--- config.mk ---
export PLATFORM = sky130hd
export DESIGN_NAME = hpu_soft_reset_responder
export DESIGN_NICKNAME = d
export VERILOG_FILES = /design/src/rtl/hpu_soft_reset_pkg.sv /design/src/rtl/hpu_soft_reset_filter.sv /design/src/rtl/hpu_soft_reset_responder.sv
export SDC_FILE = /design/constraint.sdc
export NUM_CORES = 1
export LEC_CHECK = 0
export CORE_UTILIZATION = 60
export CTS_BUF_LIST = sky130_fd_sc_hd__clkbuf_8
export CTS_CLUSTER_SIZE = 24
export DETAILED_ROUTE_END_ITERATION = 12
export PLACE_DENSITY = 0.81
export SYNTH_ARGS = -nofsm -noshare
export SYNTH_HDL_FRONTEND = slang
export SYNTH_SLANG_ARGS = --single-unit
--- constraint.sdc ---
create_clock -name prc_clk -period 2.5 [get_ports prc_clk]
set_clock_uncertainty 0.2 [all_clocks]
set_input_delay 0.375 -clock prc_clk [delete_from_list [all_inputs] [get_ports prc_clk]]
set_output_delay 0.375 -clock prc_clk [all_outputs]
set_load 0.05 [all_outputs]
--- src/rtl/hpu_soft_reset_pkg.sv ---
// ============================================================================
// hpu_soft_reset_pkg
// ----------------------------------------------------------------------------
// Shared definitions for the HPU soft-reset responder slice.
//   state_t    : responder FSM states (IDLE, QUIESCE, ASSERT, RELEASE).
//   cnt_width  : width of a counter that must hold values 0..max_val.
//                Never returns less than 1, so a parameter of 0 still
//                yields a legal (unused) one-bit counter.
// ============================================================================
package hpu_soft_reset_pkg;

    typedef enum logic [1:0] {
        IDLE    = 2'd0,
        QUIESCE = 2'd1,
        ASSERT  = 2'd2,
        RELEASE = 2'd3
    } state_t;

    function automatic int cnt_width(input int max_val);
        return ($clog2(max_val + 1) < 1) ? 1 : $clog2(max_val + 1);
    endfunction

endpackage

--- src/rtl/hpu_soft_reset_filter.sv ---
// ============================================================================
// hpu_soft_reset_filter
// ----------------------------------------------------------------------------
// Level stability filter. The output follows the input only after the input
// has held the opposite level for FILTER_CYCLES consecutive clock cycles.
// A shorter excursion restarts the count.
//
// Parameters:
//   FILTER_CYCLES : consecutive cycles required before a new level is taken
//                   (>= 1).
// Ports:
//   clk  : in  clock
//   rst  : in  asynchronous active-high reset (output and count go to 0)
//   din  : in  raw level, already synchronous to clk
//   dout : out accepted (filtered) level, registered
// ============================================================================
module hpu_soft_reset_filter
    import hpu_soft_reset_pkg::*;
#(
    parameter int FILTER_CYCLES = 4
) (
    input  logic clk,
    input  logic rst,
    input  logic din,
    output logic dout
);

    localparam int            CW   = cnt_width(FILTER_CYCLES);
    localparam logic [CW-1:0] LAST = CW'(FILTER_CYCLES - 1);

    logic [CW-1:0] cnt;

    // The count tracks how many consecutive samples have disagreed with the
    // accepted level. The sample that brings it to FILTER_CYCLES flips the
    // output on that same edge, so the count never exceeds LAST.
    always_ff @(posedge clk or posedge rst) begin
        if (rst) begin
            dout <= 1'b0;
            cnt  <= '0;
        end else if (din == dout) begin
            cnt <= '0;
        end else if (cnt >= LAST) begin
            dout <= din;
            cnt  <= '0;
        end else begin
            cnt <= cnt + 1'b1;
        end
    end

endmodule

--- src/rtl/hpu_soft_reset_responder.sv ---
// ============================================================================
// hpu_soft_reset_responder
// ----------------------------------------------------------------------------
// Processing-domain responder for the HPU soft reset. A filtered soft-reset
// request first asks the datapath to quiesce, then asserts a bank of staged
// resets for at least HOLD_CYCLES. Once the request is withdrawn the stages
// are released one by one, RELEASE_GAP cycles apart, and finally reset_ack
// rises to tell the configuration-side initiator that the reset is complete.
// Power-on (prc_arst) behaves like a soft reset that is already in ASSERT.
//
// Parameters:
//   NB_STAGE        : number of staged reset outputs (released in index order)
//   FILTER_CYCLES   : request stability filter length (>= 1)
//   HOLD_CYCLES     : minimum cycles all stages stay asserted (>= 1)
//   RELEASE_GAP     : cycles between stage releases and before ack (>= 1)
//   QUIESCE_TIMEOUT : max cycles to wait for quiesce_ack, 0 = no wait
// Ports:
//   prc_clk         : in  processing clock
//   prc_arst        : in  asynchronous active-high reset
//   soft_srst_n     : in  soft-reset request, active-low, synchronous
//   quiesce_ack     : in  datapath idle indication
//   quiesce_req     : out ask the datapath to drain
//   stage_srst_n    : out staged resets, active-low
//   reset_ack       : out 0 = in reset, 1 = fully released
//   busy            : out FSM is not IDLE
//   quiesce_timeout : out sticky flag, quiesce wait expired without ack
// ============================================================================
module hpu_soft_reset_responder
    import hpu_soft_reset_pkg::*;
#(
    parameter int NB_STAGE        = 4,
    parameter int FILTER_CYCLES   = 4,
    parameter int HOLD_CYCLES     = 16,
    parameter int RELEASE_GAP     = 8,
    parameter int QUIESCE_TIMEOUT = 64
) (
    input  logic                prc_clk,
    input  logic                prc_arst,
    input  logic                soft_srst_n,
    input  logic                quiesce_ack,
    output logic                quiesce_req,
    output logic [NB_STAGE-1:0] stage_srst_n,
    output logic                reset_ack,
    output logic                busy,
    output logic                quiesce_timeout
);

    localparam int H_W = cnt_width(HOLD_CYCLES);
    localparam int G_W = cnt_width(RELEASE_GAP);
    localparam int Q_W = cnt_width(QUIESCE_TIMEOUT);

    // Counters are loaded with (length - 1) on the edge that enters the
    // state, so that a state lasting N cycles exits on the N-th edge.
    localparam logic [H_W-1:0] HOLD_LOAD = H_W'(HOLD_CYCLES - 1);
    localparam logic [G_W-1:0] GAP_LOAD  = G_W'(RELEASE_GAP - 1);
    localparam logic [Q_W-1:0] Q_LOAD    =
        (QUIESCE_TIMEOUT > 0) ? Q_W'(QUIESCE_TIMEOUT - 1) : '0;

    localparam logic [NB_STAGE-1:0] STAGE_ONE = NB_STAGE'(1);

    state_t         state;
    logic [H_W-1:0] hold_cnt;
    logic [G_W-1:0] gap_cnt;
    logic [Q_W-1:0] q_cnt;
    logic           req_raw;
    logic           filt_req;

    // The request arrives active-low; the filter works on the active-high
    // form so that its reset value of 0 means "no request".
    assign req_raw = ~soft_srst_n;

    hpu_soft_reset_filter #(
        .FILTER_CYCLES (FILTER_CYCLES)
    ) u_filter (
        .clk  (prc_clk),
        .rst  (prc_arst),
        .din  (req_raw),
        .dout (filt_req)
    );

    // Responder FSM with all outputs registered alongside the state.
    // Reset lands directly in ASSERT with the hold counter loaded, so that
    // power-on runs the same hold-then-staged-release sequence as a soft
    // reset. Stages form a thermometer code: releasing the next stage is a
    // shift-in of a 1, and the sequence is finished when all bits are 1.
    // A request that returns during RELEASE re-asserts every stage at once
    // and restarts the whole sequence from the quiesce step.
    always_ff @(posedge prc_clk or posedge prc_arst) begin
        if (prc_arst) begin
            state           <= ASSERT;
            hold_cnt        <= HOLD_LOAD;
            gap_cnt         <= '0;
            q_cnt           <= '0;
            stage_srst_n    <= '0;
            reset_ack       <= 1'b0;
            quiesce_req     <= 1'b0;
            busy            <= 1'b1;
            quiesce_timeout <= 1'b0;
        end else begin
            case (state)
                IDLE: begin
                    if (filt_req) begin
                        busy            <= 1'b1;
                        quiesce_timeout <= 1'b0;
                        if (QUIESCE_TIMEOUT == 0) begin
                            state        <= ASSERT;
                            hold_cnt     <= HOLD_LOAD;
                            stage_srst_n <= '0;
                            reset_ack    <= 1'b0;
                            quiesce_req  <= 1'b0;
                        end else begin
                            state       <= QUIESCE;
                            q_cnt       <= Q_LOAD;
                            quiesce_req <= 1'b1;
                        end
                    end
                end

                QUIESCE: begin
                    // An acknowledge wins over an expiring timeout on the
                    // same edge; the flag only reports a genuine miss.
                    if (quiesce_ack) begin
                        state        <= ASSERT;
                        hold_cnt     <= HOLD_LOAD;
                        stage_srst_n <= '0;
                        reset_ack    <= 1'b0;
                        quiesce_req  <= 1'b0;
                    end else if (q_cnt == '0) begin
                        state           <= ASSERT;
                        hold_cnt        <= HOLD_LOAD;
                        stage_srst_n    <= '0;
                        reset_ack       <= 1'b0;
                        quiesce_req     <= 1'b0;
                        quiesce_timeout <= 1'b1;
                    end else begin
                        q_cnt <= q_cnt - 1'b1;
                    end
                end

                ASSERT: begin
                    // The hold keeps running while the request is still
                    // present, so a long request simply extends ASSERT.
                    if (hold_cnt != '0) begin
                        hold_cnt <= hold_cnt - 1'b1;
                    end else if (!filt_req) begin
                        state        <= RELEASE;
                        stage_srst_n <= STAGE_ONE;
                        gap_cnt      <= GAP_LOAD;
                    end
                end

                RELEASE: begin
                    if (filt_req) begin
                        stage_srst_n    <= '0;
                        reset_ack       <= 1'b0;
                        quiesce_timeout <= 1'b0;
                        gap_cnt         <= GAP_LOAD;
                        hold_cnt        <= HOLD_LOAD;
                        if (QUIESCE_TIMEOUT == 0) begin
                            state       <= ASSERT;
                            quiesce_req <= 1'b0;
                        end else begin
                            state       <= QUIESCE;
                            q_cnt       <= Q_LOAD;
                            quiesce_req <= 1'b1;
                        end
                    end else if (gap_cnt != '0) begin
                        gap_cnt <= gap_cnt - 1'b1;
                    end else if (&stage_srst_n) begin
                        state     <= IDLE;
                        reset_ack <= 1'b1;
                        busy      <= 1'b0;
                    end else begin
                        stage_srst_n <= (stage_srst_n << 1) | STAGE_ONE;
                        gap_cnt      <= GAP_LOAD;
                    end
                end

                default: begin
                    state <= state_t'('x);
                end
            endcase
        end
    end

endmodule
* Yosys cells after proc, flatten, opt, wreduce, memory -nomap -nowiden
Cells that the tools add are included. Widths: inputs -> output; s select.
Storage, ports and cells: bits in registers 30, input bits 4, word-level logic and storage cells 110
Operators by class: add/subtract/negate cells 4, $lt $le $gt $ge 1, eq/ne operators 21, multiplexer cells 50, bitwise logic cells 2, reduce and logical (&&, ||, !) cells 21
Operators with widths (number):
- $mux 4 | 12
- $reduce_and 4->1 | 6
- $mux 7 | 3
- $mux 5 | 4
- $ne 2x2->1 const B | 9
- $mux 2 | 8
- $pmux 5 s3 | 1
- $pmux 7 s2 | 1
- $mux 1 | 12
- $pmux 4 s3 | 1
- $reduce_and 6->1 | 2
- $ne 3x2->1 const B | 3
- $pmux 1 s2 | 4
- $pmux 2 s4 | 1
- $pmux 4 s2 | 1
- $reduce_bool 2->1 | 4
- $logic_not 7->1 | 1
- $sub 7x1->7 const B | 1
- $mux 3 | 2
- $ne 2x1->1 const B | 3
- $reduce_and 5->1 | 1
- $reduce_bool 5->1 | 1
- $sub 5x1->5 const B | 1
- $eq 2x2->1 const B | 2
- 14 further kinds | 15

* Longest topological paths before layout
Gate-level depths: netlist (run 1).
word-level depth 5, mapped depth 7

* By module
From an unflattened synthesis (run 1), not the netlist that was laid out.
Unflattened totals: cells, all modules 178, area total of the unflattened synthesis 1784.2 um2
By module, submodules not included:
- hpu_soft_reset_responder | instances 1, cells each 164, area each 1600.3 um2, seq. area each 658.1 um2
- hpu_soft_reset_filter | instances 1, cells each 14, area each 183.9 um2, seq. area each 100.1 um2

* Least setup slack after synthesis (run 1)
OpenSTA, ideal clock, no wires.
path type register to register, start reg hold_cnt[0], end reg stage_srst_n[1], library setup time 125 ps, data arrival time 1893 ps, data required time 2175 ps, slack 282 ps, cell stages (with the launch flop) 8, buffers on the path 1, period minus slack after synthesis 2218 ps, cells stage by stage dfstp_2 inv_1 ha_1 or4b_4 o21ai_4 and4_1 buf_4 mux2_4
Between the ends: longest elaborated chain between the ends 3
RTL lines:
- from (decl) | RTL line hpu_soft_reset_responder.sv:62 | logic [H_W-1:0] hold_cnt;
- from (signal assigned) | RTL line hpu_soft_reset_responder.sv:144 | hold_cnt <= hold_cnt - 1'b1;
- $reduce_bool 5->1 | RTL line hpu_soft_reset_responder.sv:143 | if (hold_cnt != '0) begin
- $ne 2x2->1 (no source line)
- $reduce_and 6->1 (no source line)
- to (signal assigned) | RTL line hpu_soft_reset_responder.sv:174 | stage_srst_n <= (stage_srst_n << 1) | STAGE_ONE;
- to (decl) | RTL line hpu_soft_reset_responder.sv:42 | output logic [NB_STAGE-1:0] stage_srst_n,
Every way passes these cells. A chain may end at the register's enable or synchronous reset.

* Worst setup path in the final report (run 1)
start reg hold_cnt[0], end reg stage_srst_n[3]
The elaborated chain is that of the path after synthesis.

==> results_dict.tcl, run 1 <==
set metrics [dict create \
    finalHoldViolCount 0 \
    initial_core_util_pct 64.6 \
    yosysWarningCount 0 \
    post-place-cells 223 \
    clk_latency_ns 0.28 \
    synth_cells 181 \
    gr-usage-all-layers_pct 26.6 \
    startpoint_type "flip-flop" \
    gp_congestion 0.797 \
    power_mw 2.38 \
    r2r-end "stage_srst_n[3]" \
    synth_simple_gate_area_share_pct 17.3 \
    whs_ns 0.254 \
    synth_xor_area_share_pct 0.483 \
    cts_buffers 5 \
    grt_pass1_vias 1492 \
    status "finished clean" \
    avgSynthCellArea_um2 10.0 \
    cts_resized 0 \
    first_pass_iters 4 \
    synth.area.mux_share_pct 5.04 \
    synth_compound_area_share_pct 22.2 \
    synth_top_family_by_area "compound AO/OA/AOI/OAI gates" \
    synthArstFlopShare_pct 100 \
    cp-end-kind "flip-flop" \
    overflow 0 \
    final_common_cell "dfrtp_1" \
    setup_viol 0 \
    synth_cell_types 53 \
    r2r_slack_ns 0.14 \
    drc 0 \
    grt_pass1_wl_um 6510 \
    layout_setup_ws_ns 0.141 \
    die_y_um 57.0 \
    synth-edff-count 0 \
    fin_util_pct 73.3 \
    n_fill_cell 196 \
    cap_violations 0 \
    die_w_um 57.0 \
    port_buffers 11 \
    dieArea_um2 3240 \
    rows 19 \
    min_to "u_filter.cnt[0]" \
    max_slew_margin_pct 65.1 \
    grt_max_degree 31 \
    final_cell_area_um2 2060 \
    drv_slew 0 \
    hold_path_class "flip-flop to flip-flop" \
    fin_nets 213 \
    ios 12 \
    rsz0062_at_grt "no" \
    worstPathRequired_ns 2.47 \
    cts_tree "done" \
    period_minus_slack_ns 2.36 \
    ys.flop_type "dfrtp_1" \
    min_path_cells 1 \
    clockBufferDepth 2 \
    diodes 0 \
    ys_ff_latch 30 \
    post-cts-setup-buffers 0 \
    synthToLayoutAreaGrowth_pct 13.5 \
    yosysSeqAreaShare_pct 41.9 \
    final_cell_mix "24 x dfrtp_1, 23 x inv_1, 11 x clkdlybuf4s50_1, 10 x nor2_1, 10 x ha_1" \
    crit_type "flip-flop to flip-flop" \
    r2r-start "hold_cnt[0]" \
    vias_per_cell 6.26 \
    cts.clk_slew.worst_paths_ns 0.06 \
    place_ws_ns 0.158 \
    p_per_area_nw_per_um2 1160 \
    synth_fp_nets 195 \
    antenna_found_initial 0 \
    synthAdderAreaFrac_pct 6.91 \
    hold_buffers 0 \
    syn-cell-area_um2 1810 \
    setup_tns_ns 0 \
    period_share_pct 94.4 \
    clock-root-buffer "clkbuf_8" \
    htreeDepth 2 \
    drive_gt1_share_pct 14.5 \
    wire_per_inst_um 16.1 \
    max_freq_mhz 424 \
    worstMarginPinSlew_ns 0.522 \
    antenna_left 0 \
    core_area_um2 2810 \
    min_from "u_filter.cnt[2]" \
    dp_hpwl_um 2760 \
    postPlaceCellArea_um2 1980 \
    power.leakage_nw 0.887 \
    cts_sinks 30 \
    r2r_cells 6 \
    drt_iter0_drc 77 \
    worstPathArrival_ns 2.33 \
    num_vias 1446 \
    crit_fanout 5 \
    routed_wl_um 3720 \
    ir_worst_vdd_v 0.000630 \
    fin_cells 231 \
]
-- area by class of cell --
cell class                 count  area (µm²)  share of cell area [%]
sequential                    30         758                    36.9
timing repair buffer          18         163                    7.91
clock inverter                 3        11.3                   0.548
clock buffer                   5        68.8                    3.35
inverter                      20        75.1                    3.65
tap                           31        38.8                    1.89
multi-input combinational    124         941                    45.8
-- power by group --
part / switching [mW] / internal (mW)
combinational: 0.768 / 0.511
clock: 0.173 / 0.185
sequential: 0.111 / 0.631
-- critical path: stages, from the launching register on --
cell and delay (ns):
dfstp_2 0.37, inv_1 0.08, ha_1 0.22, or4b_4 0.54, o21ai_4 0.16, and4_1 0.34, mux2_4 0.32
-- how the worst max path moves through the flow --
stage	startpoint	endpoint	slack [ns]	depth (start not counted)
global route	state[1]	q_cnt[1]	0.04	5
floorplan	hold_cnt[0]	stage_srst_n[1]	0.28	7
global placement	hold_cnt[0]	stage_srst_n[3]	0.20	6
finish	hold_cnt[0]	stage_srst_n[3]	0.14	6
CTS	hold_cnt[0]	stage_srst_n[3]	0.15	6
detailed placement	hold_cnt[0]	stage_srst_n[1]	0.16	6
-- kinds of logic after synthesis --
kind of cell / Yosys count
AO/OA/AOI/OAI: 53
AND/OR/NAND/NOR: 52
flip-flops: 30
buffers and inverters: 27
adder cells (fa/ha/maj): 10
multiplexers: 8
XOR/XNOR: 1
-- registers in the layout, summed over array words and instances (netlist names) --
register         count
u_filter.cnt         3
hold_cnt             5
u_filter.dout        1
stage_srst_n         4
gap_cnt              4
busy                 1
state                2
quiesce_req          1
quiesce_timeout      1
reset_ack            1
q_cnt                7
-- layer usage --
| layer | global-route usage [%] | share of wire (%) | vias to the layer above | wire length (µm) |
|---|---|---|---|---|
| li1 | - | - | 698 | - |
| met1 | 30.5 | 44 | 716 | 1650 |
| met2 | 45.7 | 51 | 22 | 1880 |
| met3 | 7.03 | 2.9 | 10 | 107 |
| met4 | 13.6 | 2.2 | 0 | 82 |
| met5 | 0 | 0 | - | 0 |
-- cell usage after synthesis (2+ instances only) --
library cell | n | share of area [%]
or3_1 | 4 | 1.4
inv_1 | 20 | 4.1
buf_4 | 2 | 0.83
nor2_1 | 10 | 2.1
nor3_1 | 3 | 0.83
mux2_4 | 2 | 1.7
buf_2 | 3 | 0.83
dfrtp_1 | 24 | 33
and4_1 | 2 | 0.97
nand2b_1 | 4 | 1.4
a21oi_1 | 6 | 1.7
and2_1 | 7 | 2.4
mux2i_1 | 5 | 2.8
o2bb2ai_1 | 2 | 0.97
a221oi_1 | 2 | 0.97
o21ai_0 | 8 | 2.2
nor2b_1 | 2 | 0.69
clkbuf_1 | 2 | 0.41
dfstp_2 | 6 | 8.7
nor4b_1 | 2 | 0.97
ha_1 | 10 | 6.9
o211ai_1 | 2 | 0.83
a21o_1 | 2 | 0.83
a31oi_1 | 9 | 3.1
o22a_1 | 3 | 1.5
o31ai_1 | 6 | 2.5
nand2_1 | 7 | 1.5
(Power assumes the default switching activity.)
==> run 2: changes to the inputs <==
CORE_UTILIZATION = 38   (was 60)
PLACE_DENSITY = not set   (was 0.81)
==> results_dict.tcl, run 2 (same netlist as run 1, synthesis figures left out) <==
set metrics [dict create \
    status "finished, violations left" \
    violations "design-rule violations" \
    initial_core_util_pct 40.5 \
    cts_tree "done" \
    max_slew_margin_pct 66.7 \
    r2r-end "stage_srst_n[1]" \
    p_comb_share_pct 53.4 \
    clk_latency_ns 0.28 \
    die_w_um 71.1 \
    max_freq_mhz 418 \
    p_sw_share_pct 43.3 \
    dieArea_um2 5050 \
    pwr-share-seq_pct 30.3 \
    ios 12 \
    gp_congestion 0.764 \
    overflow 0 \
    switchingPower_mw 1.06 \
    cp-end-kind "flip-flop" \
    wl_met2_um 1870 \
    hold_buffers 0 \
    cts_sinks 30 \
    top_layer "met4" \
    clockBufferDepth 2 \
    period_minus_slack_ns 2.39 \
    crit_fanout 5 \
    setup_viol 0 \
    vias_per_cell 5.57 \
    cap_violations 0 \
    wl_met3_um 104 \
    final_common_cell "dfrtp_1" \
    largest-register "q_cnt" \
    cell_internal_pwr_mw 1.39 \
    post-cts-setup-buffers 0 \
    n_fill_cell 416 \
    final_cell_mix "24 x dfrtp_1, 21 x inv_1, 11 x clkdlybuf4s50_1, 10 x nor2_1, 10 x ha_1" \
    finalHoldViolCount 0 \
    htreeDepth 2 \
    power.leakage_nw 0.898 \
    cts.clk_slew.worst_paths_ns 0.06 \
    fin_nets 215 \
    m1WireLength_um 1710 \
    crit_type "flip-flop to flip-flop" \
    power_mw 2.45 \
    r2r_cells 6 \
    rows 24 \
    wire_per_inst_um 14.8 \
    ir_worst_vdd_v 0.000408 \
    first_pass_iters 8 \
    pwr-share-clk_pct 16.3 \
    gr-usage-all-layers_pct 17.3 \
    grt_max_degree 31 \
    reg_top3 "q_cnt (7), hold_cnt (5)" \
    largest_register_ffs 7 \
    worstPathArrival_ns 2.35 \
    setup_tns_ns 0 \
    drc 2 \
    antenna_left 0 \
    core_area_um2 4470 \
    period_share_pct 95.6 \
    drt_iter0_drc 33 \
    drive_gt1_share_pct 16.3 \
    min_from "u_filter.cnt[2]" \
    cts_resized 0 \
    clock-root-buffer "clkbuf_8" \
    dp_hpwl_um 2840 \
    grt_pass1_vias 1446 \
    synthToLayoutAreaGrowth_pct 16.4 \
    worstPathRequired_ns 2.46 \
    grt_pass1_wl_um 6730 \
    port_buffers 11 \
    diodes 0 \
    die_y_um 71.1 \
    r2r-start "hold_cnt[0]" \
    antenna_found_initial 0 \
    min_to "u_filter.cnt[0]" \
    r2r_slack_ns 0.11 \
    drv_slew 0 \
    startpoint_type "flip-flop" \
    num_vias 1415 \
    worstMarginPinSlew_ns 0.498 \
    routed_wl_um 3760 \
    hold_path_class "flip-flop to flip-flop" \
    cts_buffers 5 \
    rsz0062_at_grt "no" \
    p_per_area_nw_per_um2 1160 \
    min_path_cells 1 \
]
run 2: cell types whose count changed in the layout (fill, tap and decap cells not counted):
cell	change
buf_4	+2
clkbuf_8	+1
clkinv_2	+1
inv_1	-2
run 2: power by group through the flow:
stage          Combinational [mW]  Sequential, mW  Clock [mW]
6_report                     1.31           0.742       0.398
3_5_place_dp                 1.31           0.750           0
4_1_cts                      1.32           0.740       0.410
5_1_grt                      1.46           0.761       0.440
2_1_floorplan               0.919           0.798           0
3_3_place_gp                 1.26           0.737           0
run 2: worst max-delay path: stages, from the launching register on:
cell	delay, ns
dfstp_2	0.38
inv_1	0.11
ha_1	0.22
or4b_4	0.53
o21ai_4	0.16
and4_1	0.35
mux2_4	0.33
run 2: area by class of cell:
type	count	area (µm²)	area share (%)
well taps	52	65.1	3.09
clock buffers	6	82.6	3.92
clock inverters	2	8.76	0.415
flip-flops and latches	30	758	36.0
repair buffers	20	178	8.43
multi-input cells	124	941	44.6
inverters	20	75.1	3.56
run 2: through the flow:
stage	instance area [µm²]	worst slack, ns	util, %	hold slack [ns]	std cells
after global placement	2020	0.194	45.1	0.242	246
final	2110	0.110	47.1	0.262	254
after floorplan	1810	0.282	-	0.232	181
after CTS	2110	0.119	47.1	0.265	254
after global routing	2110	0.0304	47.1	0.291	254
after detailed placement	2020	0.123	45.1	0.256	246
run 2: worst max-delay path by stage:
stage,end,startpoint,slack [ns],cells after the start
final,stage_srst_n[1],hold_cnt[0],0.11,6
after global routing,stage_srst_n[1],hold_cnt[0],0.03,6
after floorplan,stage_srst_n[1],hold_cnt[0],0.28,7
after CTS,stage_srst_n[1],hold_cnt[0],0.12,6
after detailed placement,stage_srst_n[1],hold_cnt[0],0.12,6
after global placement,stage_srst_n[3],hold_cnt[0],0.19,6
run 2: layer usage:
| metal | track usage, % | vias to the layer above |
|---|---|---|
| met4 | 7.56 | 0 |
| met5 | 0 | - |
| li1 | - | 704 |
| met1 | 20.2 | 686 |
| met3 | 4.84 | 7 |
| met2 | 29.8 | 18 |
==> run 3: changes to the inputs <==
CAP_MARGIN = 20   (was not set)
==> results of run 3 <==
Same layout as run 2: the final DEF is identical, and so are final timing and power.
